**src/rtl/imem_dmem_arbiter.sv**
```systemverilog
// Arbiter that shares one single-port memory between instruction fetch and data access.
// One transaction is in flight at a time, and the memory port is driven from registers.
module imem_dmem_arbiter #(
    parameter int AW      = 32,
    parameter int DW      = 32,
    parameter int TIMEOUT = 255,
    parameter int TW      = 8
) (
    input  logic            clk,
    input  logic            reset,
    input  logic            i_req,
    input  logic [AW-1:0]   i_addr,
    output logic [DW-1:0]   i_rdata,
    output logic            i_ack,
    input  logic            d_req,
    input  logic            d_we,
    input  logic [AW-1:0]   d_addr,
    input  logic [DW-1:0]   d_wdata,
    input  logic [DW/8-1:0] d_be,
    output logic [DW-1:0]   d_rdata,
    output logic            d_ack,
    output logic            m_req,
    output logic            m_we,
    output logic [AW-1:0]   m_addr,
    output logic [DW-1:0]   m_wdata,
    output logic [DW/8-1:0] m_be,
    input  logic [DW-1:0]   m_rdata,
    input  logic            m_ack,
    output logic            err
);

    localparam int BW = DW / 8;
    localparam logic [TW-1:0] CNT_LAST = TW'((TIMEOUT == 0) ? 0 : TIMEOUT - 1);

    typedef enum logic [1:0] {IDLE, BUSY_I, BUSY_D, RESP} state_e;

    state_e          state_q, state_d;
    logic            lastD_q, lastD_d;
    logic [TW-1:0]   cnt_q, cnt_d;
    logic            mReq_q, mReq_d;
    logic            mWe_q, mWe_d;
    logic [AW-1:0]   mAddr_q, mAddr_d;
    logic [DW-1:0]   mWdata_q, mWdata_d;
    logic [BW-1:0]   mBe_q, mBe_d;
    logic            iAck_q, iAck_d;
    logic            dAck_q, dAck_d;
    logic [DW-1:0]   iRdata_q, iRdata_d;
    logic [DW-1:0]   dRdata_q, dRdata_d;
    logic            err_q, err_d;
    logic            grantD;
    logic            timeout;

    assign timeout = (TIMEOUT != 0) && (cnt_q == CNT_LAST);
    // On a tie, the port that did not win last time gets the grant.
    assign grantD  = d_req && (!i_req || !lastD_q);

    always_comb begin
        state_d  = state_q;
        lastD_d  = lastD_q;
        cnt_d    = cnt_q;
        mReq_d   = mReq_q;
        mWe_d    = mWe_q;
        mAddr_d  = mAddr_q;
        mWdata_d = mWdata_q;
        mBe_d    = mBe_q;
        iAck_d   = 1'b0;
        dAck_d   = 1'b0;
        iRdata_d = iRdata_q;
        dRdata_d = dRdata_q;
        err_d    = err_q;
        case (state_q)
            IDLE: begin
                if (grantD) begin
                    state_d  = BUSY_D;
                    lastD_d  = 1'b1;
                    mReq_d   = 1'b1;
                    mWe_d    = d_we;
                    mAddr_d  = d_addr;
                    mWdata_d = d_wdata;
                    mBe_d    = d_be;
                end else if (i_req) begin
                    state_d  = BUSY_I;
                    lastD_d  = 1'b0;
                    mReq_d   = 1'b1;
                    mWe_d    = 1'b0;
                    mAddr_d  = i_addr;
                    mWdata_d = '0;
                    mBe_d    = '1;
                end
            end
            BUSY_I, BUSY_D: begin
                cnt_d = cnt_q + 1'b1;
                if (m_ack || timeout) begin
                    state_d = RESP;
                    mReq_d  = 1'b0;
                    cnt_d   = '0;
                    if (!m_ack) begin
                        err_d = 1'b1;
                    end
                    // A store leaves the load data register untouched; a timeout zeroes it.
                    if (state_q == BUSY_I) begin
                        iAck_d   = 1'b1;
                        iRdata_d = m_ack ? m_rdata : '0;
                    end else begin
                        dAck_d = 1'b1;
                        if (!m_ack) begin
                            dRdata_d = '0;
                        end else if (!mWe_q) begin
                            dRdata_d = m_rdata;
                        end
                    end
                end
            end
            RESP: begin
                state_d = IDLE;
            end
            default: begin
                state_d = IDLE;
            end
        endcase
    end

    always_ff @(posedge clk or negedge reset) begin
        if (!reset) begin
            state_q  <= IDLE;
            lastD_q  <= 1'b0;
            cnt_q    <= '0;
            mReq_q   <= 1'b0;
            mWe_q    <= 1'b0;
            mAddr_q  <= '0;
            mWdata_q <= '0;
            mBe_q    <= '0;
            iAck_q   <= 1'b0;
            dAck_q   <= 1'b0;
            iRdata_q <= '0;
            dRdata_q <= '0;
            err_q    <= 1'b0;
        end else begin
            state_q  <= state_d;
            lastD_q  <= lastD_d;
            cnt_q    <= cnt_d;
            mReq_q   <= mReq_d;
            mWe_q    <= mWe_d;
            mAddr_q  <= mAddr_d;
            mWdata_q <= mWdata_d;
            mBe_q    <= mBe_d;
            iAck_q   <= iAck_d;
            dAck_q   <= dAck_d;
            iRdata_q <= iRdata_d;
            dRdata_q <= dRdata_d;
            err_q    <= err_d;
        end
    end

    assign m_req   = mReq_q;
    assign m_we    = mWe_q;
    assign m_addr  = mAddr_q;
    assign m_wdata = mWdata_q;
    assign m_be    = mBe_q;
    assign i_ack   = iAck_q;
    assign d_ack   = dAck_q;
    assign i_rdata = iRdata_q;
    assign d_rdata = dRdata_q;
    assign err     = err_q;

endmodule

```
**config.mk**
```make
export PLATFORM = sky130hd
export DESIGN_NAME = imem_dmem_arbiter
export DESIGN_NICKNAME = d
export VERILOG_FILES = /design/src/rtl/imem_dmem_arbiter.sv
export SDC_FILE = /design/constraint.sdc
export NUM_CORES = 1
export LEC_CHECK = 0
export ABC_CLOCK_PERIOD_IN_PS = 1900
export CAP_MARGIN = 15
export CORE_UTILIZATION = 41
export DETAILED_ROUTE_END_ITERATION = 10
export GPL_TIMING_DRIVEN = 1
export PLACE_DENSITY_LB_ADDON = 0.25
export SLEW_MARGIN = 10
export SYNTH_ARGS = -nofsm -noshare
export SYNTH_HDL_FRONTEND = slang
export SYNTH_SLANG_ARGS = --single-unit
export TNS_END_PERCENT = 5
```
**constraint.sdc**
```tcl
create_clock -name clk -period 1.9 [get_ports clk]
set_input_delay 0.475 -clock clk [delete_from_list [all_inputs] [get_ports clk]]
set_output_delay 0.475 -clock clk [all_outputs]
set_load 0.02 [all_outputs]
```
Word-level counts from Yosys, hierarchy flattened
Cells that the tools add are included.
Widths: inputs -> output; s select.
{"block": "totals", "in_bits": 138, "output_inout_bits": 137, "wordCells": 65, "reg_bits": 148}
{"block": "op_classes", "muxes": 27, "n_reduce_logical": 15, "addsub": 1, "bitwise_logic": 2, "n_eq_ne": 7}
{"cell": "$mux 32", "count": 7}
{"cell": "$mux 1", "count": 12}
{"cell": "$reduce_and 3->1", "count": 3}
{"cell": "$add 8x1->8 const B", "count": 1}
{"cell": "$eq 8x8->1 const B", "count": 1}
{"cell": "$mux 4", "count": 2}
{"cell": "$mux 8", "count": 1}
{"cell": "$mux 2", "count": 3}
{"cell": "$pmux 2 s3", "count": 1}
{"cell": "$eq 2x2->1 const B", "count": 2}
{"cell": "$ne 2x2->1 const B", "count": 2}
{"cell": "$reduce_and 2->1", "count": 2}
{"cell": "$reduce_and 4->1", "count": 1}
{"cell": "$reduce_bool 2->1", "count": 2}
{"cell": "$ne 3x3->1 const B", "count": 1}
{"cell": "$eq 2x1->1 const B", "count": 1}
{"cell": "$logic_not 1->1", "count": 2}
{"cell": "$logic_not 2->1", "count": 1}
{"cell": "$logic_or 1x1->1", "count": 2}
{"cell": "$not 1->1", "count": 2}
{"cell": "$pmux 1 s2", "count": 1}
{"cell": "$reduce_or 2->1", "count": 1}
{"cell": "$logic_and 1x1->1", "count": 1}

Depth between registers and ports, before layout
Gate-level depths: netlist (run 1).
{"block": "depth", "depth_word": 5, "ltp_mapped": 7, "depth_no_buf": 6}

Least setup slack after synthesis (run 1)
OpenSTA, ideal clock, no wires.
{"block": "synth_path", "path_type": "register to register", "startpoint": "register cnt_q[0]", "endpoint": "register dRdata_q[10], in the netlist d_rdata[10]", "n_path_buf": 1, "setup_slack_ns": 0.370, "setup_time_ns": 0.121, "path_stages_with_launch": 8, "synth_period_minus_slack_ns": 1.530, "t_arrival_ns": 1.409, "required_time_ns": 1.779, "cell_sequence": "dfrtp_1 > inv_1 > ha_1 > nand3_2 > o31ai_2 > nand3b_2 > buf_6 > a22o_1"}
{"block": "synth_via", "elab_chain_len": 3}
{"item": "start, declared", "line": "39", "rtl": "logic [TW-1:0] cnt_q, cnt_d;"}
{"item": "start signal, assigned", "line": "141", "rtl": "cnt_q <= cnt_d;"}
{"item": "$eq 8x8->1", "line": "53", "rtl": "assign timeout = (TIMEOUT != 0) && (cnt_q == CNT_LAST);"}
{"item": "$logic_or 1x1->1", "line": "93", "rtl": "if (m_ack || timeout) begin"}
{"item": "$reduce_and 4->1 (no line)"}
{"item": "end signal, assigned", "line": "150", "rtl": "dRdata_q <= dRdata_d;"}
{"item": "end, declared", "line": "48", "rtl": "logic [DW-1:0] dRdata_q, dRdata_d;"}
Every way passes these cells.
A chain may end at the register's enable or synchronous reset.

Worst setup path after layout (run 1)
{"block": "layout_path", "startpoint": "register mAddr_q[27], in the netlist m_addr[27]", "endpoint": "output m_addr[27]"}
{"item": "start, declared", "line": "42", "rtl": "logic [AW-1:0] mAddr_q, mAddr_d;"}
{"item": "start signal, assigned", "line": "144", "rtl": "mAddr_q <= mAddr_d;"}
{"item": "end, declared", "line": "24", "rtl": "output logic [AW-1:0] m_addr,"}
No word-level cell between the ends.

==> results.txt, run 1 <==
----------------------------------------------------
[Status]
  Outcome ... finished, final reports clean

[Timing]
  Slew at the pin closest to its max-slew limit ... 543 ps
  Hold WS ... 19.9 ps
  Maximum clock frequency ... 535 MHz
  Final count of hold timing violations ... 0
  Share of the clock period used by the worst path ... 98.4%
  Post-layout minimum cycle time ... 1870 ps
  Post-route setup slack ... 30.8 ps
  Setup Skew ... 7.22 ps
  Final setup violation count ... 0
  Headroom to the max-slew limit ... 63.8%
  Aggregate negative setup slack ... 0 ps
  Final Slew Violations ... 0

[Power]
  Maximum vdd ir drop ... 0.796 mV
  Design Power ... 16.8 mW
  Leakage ... 4.96 nW
  P per Cell Area ... 1720 mW/mm^2

[Setup path]
  Worst flop-to-flop path startpoint ... state_q[0]$_DFFE_PN0P_
  CP max-delay cell ... sky130_fd_sc_hd__clkdlybuf4s50_1
  Required time worst endpoint ... 1420 ps
  Worst setup SP type ... flop
  CP Max Fanout ... 2
  WS Path Type ... flop to output port
  Chain of cells forming the critical path ... clkdlybuf4s50_1
  RR Endpoint ... cnt_q[7]$_DFFE_PN0P_
  Worst-case register-to-register setup slack ... 190 ps
  Crit-path leading delay family ... buffers and inverters
  Reg2Reg Depth ... 6
  Element type at the critical path end ... output port
  Worst stage delay on the critical path ... 620 ps
  Critical path buffer and inverter count ... 1
  Crit path DAT ... 1390 ps

[Finish]
  Synth-to-Final Area Change ... 64.8%
  Commonest non-fill, non-tap cell in the layout ... sky130_fd_sc_hd__clkdlybuf4s50_1
  Area of combinational cells with multiple inputs ... 0.00200 sq mm
  Fillcell total ... 991
  FF+latch area ... 0.00370 sq mm
  Filler-free cell count of the finished design ... 921
  Final Cell Area ... 0.00974 sq mm
  Top library cells by usage in the layout, fill and taps aside ... 209 x sky130_fd_sc_hd__clkdlybuf4s50_1, 148 x sky130_fd_sc_hd__dfrtp_1, 96 x sky130_fd_sc_hd__a22o_1, 50 x sky130_fd_sc_hd__dlymetal6s2s_1, 42 x sky130_fd_sc_hd__nand2_1
  Antenna cell count ... 0
  Layout Utilization ... 69.6%
  Ratio of cells with drive above 1 in the final layout ... 9.04%
  Final net count ... 872

[CTS]
  Root Buffer ... sky130_fd_sc_hd__clkbuf_16
  TritonCTS clock tree ... built
  Post-CTS setup buffers ... 0
  Clk Latency, worst-skew pair ... 410 ps
  Longest Clk Path Bufs ... 2
  Number of CTS-inserted buffers ... 17
  Clk sinks ... 148
  Clock transition at path regs ... 60 ps
  # H-tree levels ... 4

[Run]
  Max-capacitance violation count ... 0

[Drt]
  Routed WL per cell ... 17.9 um
  Vias ... 4850
  Number of routed nets with antenna violations ... 0
  Remaining routing DRC violations ... 0
  DRC marker count from the first detailed-route iteration ... 264
  Drt first pass iters ... 4
  Wire length reported by the detailed router ... 16500 um
  Via/cell ratio ... 5.27

[Logic synthesis]
  Synthesized netlist cell count ... 450
  Library cell with the largest summed area after synthesis ... sky130_fd_sc_hd__dfrtp_1
  Top FF cell, synth ... sky130_fd_sc_hd__dfrtp_1
  FFs w/ async S/R, synth ... 100%
  FF+latch count, synth ... 148
  Ys Warns ... 0
  Synth top area share ... 62.6%
  Post-Synthesis Mean Instance Area ... 13.1 sq um
  Cell area after technology mapping ... 0.00591 sq mm
  Number of nets in the synthesized netlist ... 593
  Library cells used by synthesis ... 39
  Number of enable-type register cells in the synthesized netlist ... 0
  Cell types occupying the most area after synthesis ... sky130_fd_sc_hd__dfrtp_1 63%, sky130_fd_sc_hd__a22o_1 14%, sky130_fd_sc_hd__mux2i_1 5.9%
  Proportion of synthesized chip area in sequential cells ... 62.6%

[Floorplanning]
  Initial cell density of the core ... 42.3%
  Core region area ... 0.0140 sq mm
  Top-Level Pins ... 275
  FP Rows ... 43
  Horizontal die dimension ... 122 um
  Die ar. ... 0.0149 sq mm
  Die extent in y ... 122 um

[GRT]
  Met1 Track Usage GR ... 27.1%
  All-Layer GR Usage ... 22.6%
  Met2 track utilization from global routing ... 37.7%
  Global-route wire length before repair ... 25600 um
  Vias in the first global route ... 4974
  GRT busiest layer ... met2
  Pin count of the biggest net entering global routing ... 68
  Global Route met3 Usage ... 6.88%
  Initial antenna violation count ... 0
  Total overflow reported by the global router ... 0

[Placed design]
  Minimum setup slack after placement ... -54.1 ps
  Inst Count DP ... 890
  Final GP Congestion ... 0.765
  HPWL Detailed ... 11700 um
  DP Area ... 0.00896 sq mm
  IO buf count ... 274

[Min path]
  Hold crit path type ... primary input to async pin

----------------------------------------------------
[layout make-up]
type,count,share of cell area (%)
clock buffer,19,4.55
clock inverter,12,2.31
inverter,6,0.231
multi-input combinational,262,20.5
sequential,148,38.0
tap,180,2.31
timing repair buffer,294,32.1
[routing by layer]
layer	share of wire, %	vias to the layer above
met5	0	-
met4	2.0	0
li1	-	2220
met1	40	2377
met3	8.5	26
met2	49	227
[logic make-up after synthesis]
| family | share of synthesized area, % |
|---|---|
| compound gates | 20.1 |
| xor+xnor | 0.296 |
| fa+ha+maj | 1.06 |
| buf+inv | 4.13 |
| flops | 62.6 |
| mux | 6.31 |
| simple gates | 5.50 |
[cells in the mapped netlist (all sizes together) (4+ instances only)]
library cell  instances
dfrtp               148
a22o                 98
nand2                42
o21ai                39
mux2i                35
buf                  25
clkbuf                9
inv                   6
ha                    5
nor2                  5
o22a                  4
[power breakdown]
part           internal (mW)  switching, mW  total, mW
clock network           2.50           1.26       3.76
logic                   3.80           3.91       7.70
registers               4.51          0.780       5.29
[worst max path at each step]
stage | startpoint | end | slack, ps | cells after the start
final | m_addr[27]$_DFFE_PN0P_ | m_addr[27] | 30 | 1
after global routing | i_rdata[17]$_DFFE_PN0P_ | i_rdata[17] | -1 | 1
after CTS | m_addr[10]$_DFFE_PN0P_ | m_addr[10] | 0.7 | 1
after detailed placement | d_req | m_wdata[30]$_DFFE_PN0P_ | -50 | 6
after global placement | d_req | m_addr[21]$_DFFE_PN0P_ | -7 | 5
after floorplan | cnt_q[0]$_DFFE_PN0P_ | d_rdata[10]$_DFFE_PN0P_ | 370 | 7
[flip-flops by register name (all words and copies together) (netlist names)]
name,cells
m_req,1
i_rdata,32
i_ack,1
cnt_q,8
m_we,1
m_be,4
state_q,2
d_ack,1
m_wdata,32
d_rdata,32
m_addr,32
lastD_q,1
err,1
[timing repair]
action / 4_1_cts / 5_1_grt
hold endpoints to repair: 0 / 0
endpoints found under the setup margin: 14 / 51
hold buffers: 0 / 0
resized for setup: 14 / 51
(Power assumes the default switching activity.)
==> inputs of run 2 (changes only) <==
--- a/config.mk
+++ b/config.mk
@@ -5,7 +5,7 @@
 export SDC_FILE = /design/constraint.sdc
 export NUM_CORES = 1
 export LEC_CHECK = 0
-export ABC_CLOCK_PERIOD_IN_PS = 1900
+export ABC_CLOCK_PERIOD_IN_PS = 1800
 export CAP_MARGIN = 15
 export CORE_UTILIZATION = 41
 export DETAILED_ROUTE_END_ITERATION = 10
==> constraint.sdc (replaced) <==
create_clock -name clk -period 1.8 [get_ports clk]
set_input_delay 0.45 -clock clk [delete_from_list [all_inputs] [get_ports clk]]
set_output_delay 0.45 -clock clk [all_outputs]
set_load 0.02 [all_outputs]
==> run 2 against run 1 <==
  * Design area fell by 3.1%
  * Worst setup slack improved by 67 ps
  * Highest routed layer unchanged
  * Via count up 0.54%
  * Non-clock buffer count up 3
  * Count of clock-buffer cells in the layout is 2 higher
  * Sequential cell count stayed put
  * Combinational power decreased by 3.4%
  * Final cell count up 0.43%
==> results.txt, run 2 (same netlist as run 1, synthesis figures left out) <==
----------------------------------------------------
[Timing]
  Post-route setup slack ... 97.7 ps
  RSZ-0062 raised after global routing ... false
  Post-layout minimum cycle time ... 1700 ps
  Headroom to the max-slew limit ... 68.5%
  Share of the clock period used by the worst path ... 94.6%
  Maximum clock frequency ... 587 MHz
  Final Slew Violations ... 0
  Final count of hold timing violations ... 0
  Slew at the pin closest to its max-slew limit ... 473 ps
  Final setup violation count ... 0
  Setup Skew ... 8.67 ps

[Setup path]
  Required time worst endpoint ... 2100 ps
  Element type at the critical path end ... flop
  Crit-path leading delay family ... simple AND/OR/NAND/NOR gates
  CP max-delay cell ... sky130_fd_sc_hd__ha_2
  WS Path Type ... flop to flop
  Critical path buffer and inverter count ... 1
  CP Max Fanout ... 9
  Chain of cells forming the critical path ... inv_1 -> ha_2 -> nand2_1 -> nor4_1 -> xnor2_1 -> a21oi_1
  Worst stage delay on the critical path ... 440 ps
  Crit path DAT ... 2000 ps
  Worst setup SP type ... flop

[Power]
  Design Power ... 16.6 mW
  Power share of the sequential group ... 33.3%
  P per Cell Area ... 1760 mW/mm^2
  Leakage ... 4.65 nW
  Clock power share ... 22.0%
  P_int ... 10.4 mW
  Proportion of power drawn by combinational gates ... 44.7%
  Net Sw Frac ... 37.8%
  Switching power ... 6.29 mW
  Maximum vdd ir drop ... 0.792 mV

[Finish]
  Ratio of cells with drive above 1 in the final layout ... 9.40%
  Synth-to-Final Area Change ... 59.7%
  Final net count ... 875
  Antenna cell count ... 0
  Top library cells by usage in the layout, fill and taps aside ... 148 x sky130_fd_sc_hd__dfrtp_1, 136 x sky130_fd_sc_hd__clkdlybuf4s50_1, 136 x sky130_fd_sc_hd__dlygate4sd2_1, 96 x sky130_fd_sc_hd__a22o_1, 42 x sky130_fd_sc_hd__nand2_1
  Commonest non-fill, non-tap cell in the layout ... sky130_fd_sc_hd__dfrtp_1

[GRT]
  Pin count of the biggest net entering global routing ... 68
  All-Layer GR Usage ... 22.8%
  Total overflow reported by the global router ... 0
  Initial antenna violation count ... 0
  Global-route wire length before repair ... 25900 um
  Vias in the first global route ... 5074

[Min path]
  Hold crit path type ... flop to flop

[Drt]
  Vias ... 4876
  DRC marker count from the first detailed-route iteration ... 212
  Drt first pass iters ... 5
  Via/cell ratio ... 5.27
  Number of routed nets with antenna violations ... 0
  Wire length reported by the detailed router ... 16600 um
  Remaining routing DRC violations ... 0
  Routed WL per cell ... 18.0 um

[Status]
  Outcome ... finished, final reports clean

[Placed design]
  IO buf count ... 274
  Final GP Congestion ... 0.772
  Minimum setup slack after placement ... -129 ps
  HPWL Detailed ... 11900 um

[CTS]
  Post-CTS setup buffers ... 0
  Longest Clk Path Bufs ... 2
  TritonCTS clock tree ... built
  # H-tree levels ... 4
  Clk Latency, worst-skew pair ... 420 ps
  Root Buffer ... sky130_fd_sc_hd__clkbuf_16
  Clock transition at path regs ... 60 ps
  Number of CTS-inserted buffers ... 17
  Clk sinks ... 148

[Floorplanning]
  Initial cell density of the core ... 42.3%
  Core region area ... 0.0140 sq mm
  Die extent in y ... 122 um
  Horizontal die dimension ... 122 um
  Die ar. ... 0.0149 sq mm
  FP Rows ... 43
  Top-Level Pins ... 275

[Run]
  Max-capacitance violation count ... 0

----------------------------------------------------
run 2: tightest hold or removal path, stage by stage, from the launching register on:
cell and delay (ps):
sky130_fd_sc_hd__dfrtp_1 340, sky130_fd_sc_hd__nand2_1 40, sky130_fd_sc_hd__o21ai_0 50
run 2: stage by stage:
step           TNS (ps)  hold WS (ps)  area, sq um  instances  utilization (%)
6_report              0           472         9440        925             67.5
3_3_place_gp      -4330           414         8980        892             64.2
2_1_floorplan         0           154         5910        450                -
4_1_cts               0           478         9440        925             67.5
5_1_grt               0           491         9440        925             67.5
3_5_place_dp     -12110           419         8980        892             64.2
run 2: final timing paths:
| path | slack (ps) | cells past startpoint | endpoint | start |
|---|---|---|---|---|
| worst max-delay path | 100 | 6 | cnt_q[7]$_DFFE_PN0P_ | state_q[0]$_DFFE_PN0P_ |
| worst min-delay path | 470 | 2 | m_addr[8]$_DFFE_PN0P_ | m_addr[8]$_DFFE_PN0P_ |
| worst max register to register | 100 | 6 | cnt_q[7]$_DFFE_PN0P_ | state_q[0]$_DFFE_PN0P_ |
| worst min register to register | 470 | 2 | m_addr[8]$_DFFE_PN0P_ | m_addr[8]$_DFFE_PN0P_ |
| max in group asynchronous | 610 | 3 | d_rdata[5]$_DFFE_PN0P_ | reset |
| min in group asynchronous | 550 | 2 | d_rdata[24]$_DFFE_PN0P_ | reset |
run 2: power by group through the flow:
stage          logic (mW)  clock network, mW  registers [mW]
6_report             7.44               3.67            5.54
5_1_grt              8.00               3.87            5.72
4_1_cts              7.51               3.73            5.54
3_5_place_dp         8.41                  0            5.60
3_3_place_gp         8.23                  0            5.56
2_1_floorplan        2.78                  0            7.15
run 2: repair_timing:
item                                    4_1_cts  5_1_grt
hold endpoints to repair                     42        0
hold buffers                                  1        0
gates resized for setup                     136        2
endpoints found under the setup margin      136        2
run 2: final cells by class:
| class | instances | area, sq um |
|---|---|---|
| fillers | 1064 | 4550 |
| flip-flops and latches | 148 | 3700 |
| repair buffers | 297 | 2880 |
| multi-input cells | 262 | 2000 |
| clock buffers | 21 | 470 |
| well taps | 180 | 225 |
| clock inverters | 11 | 149 |
| inverters | 6 | 22.5 |
run 2: per-layer routing:
| metal | routed length [um] | GRT usage, % | vias to the layer above | share of wire, % |
|---|---|---|---|---|
| met5 | 0 | 0 | - | 0 |
| li1 | - | - | 2216 | - |
| met3 | 1350 | 6.93 | 29 | 8.1 |
| met1 | 6670 | 26.9 | 2413 | 40 |
| met4 | 314 | 9.22 | 0 | 1.9 |
| met2 | 8280 | 38.8 | 218 | 50 |
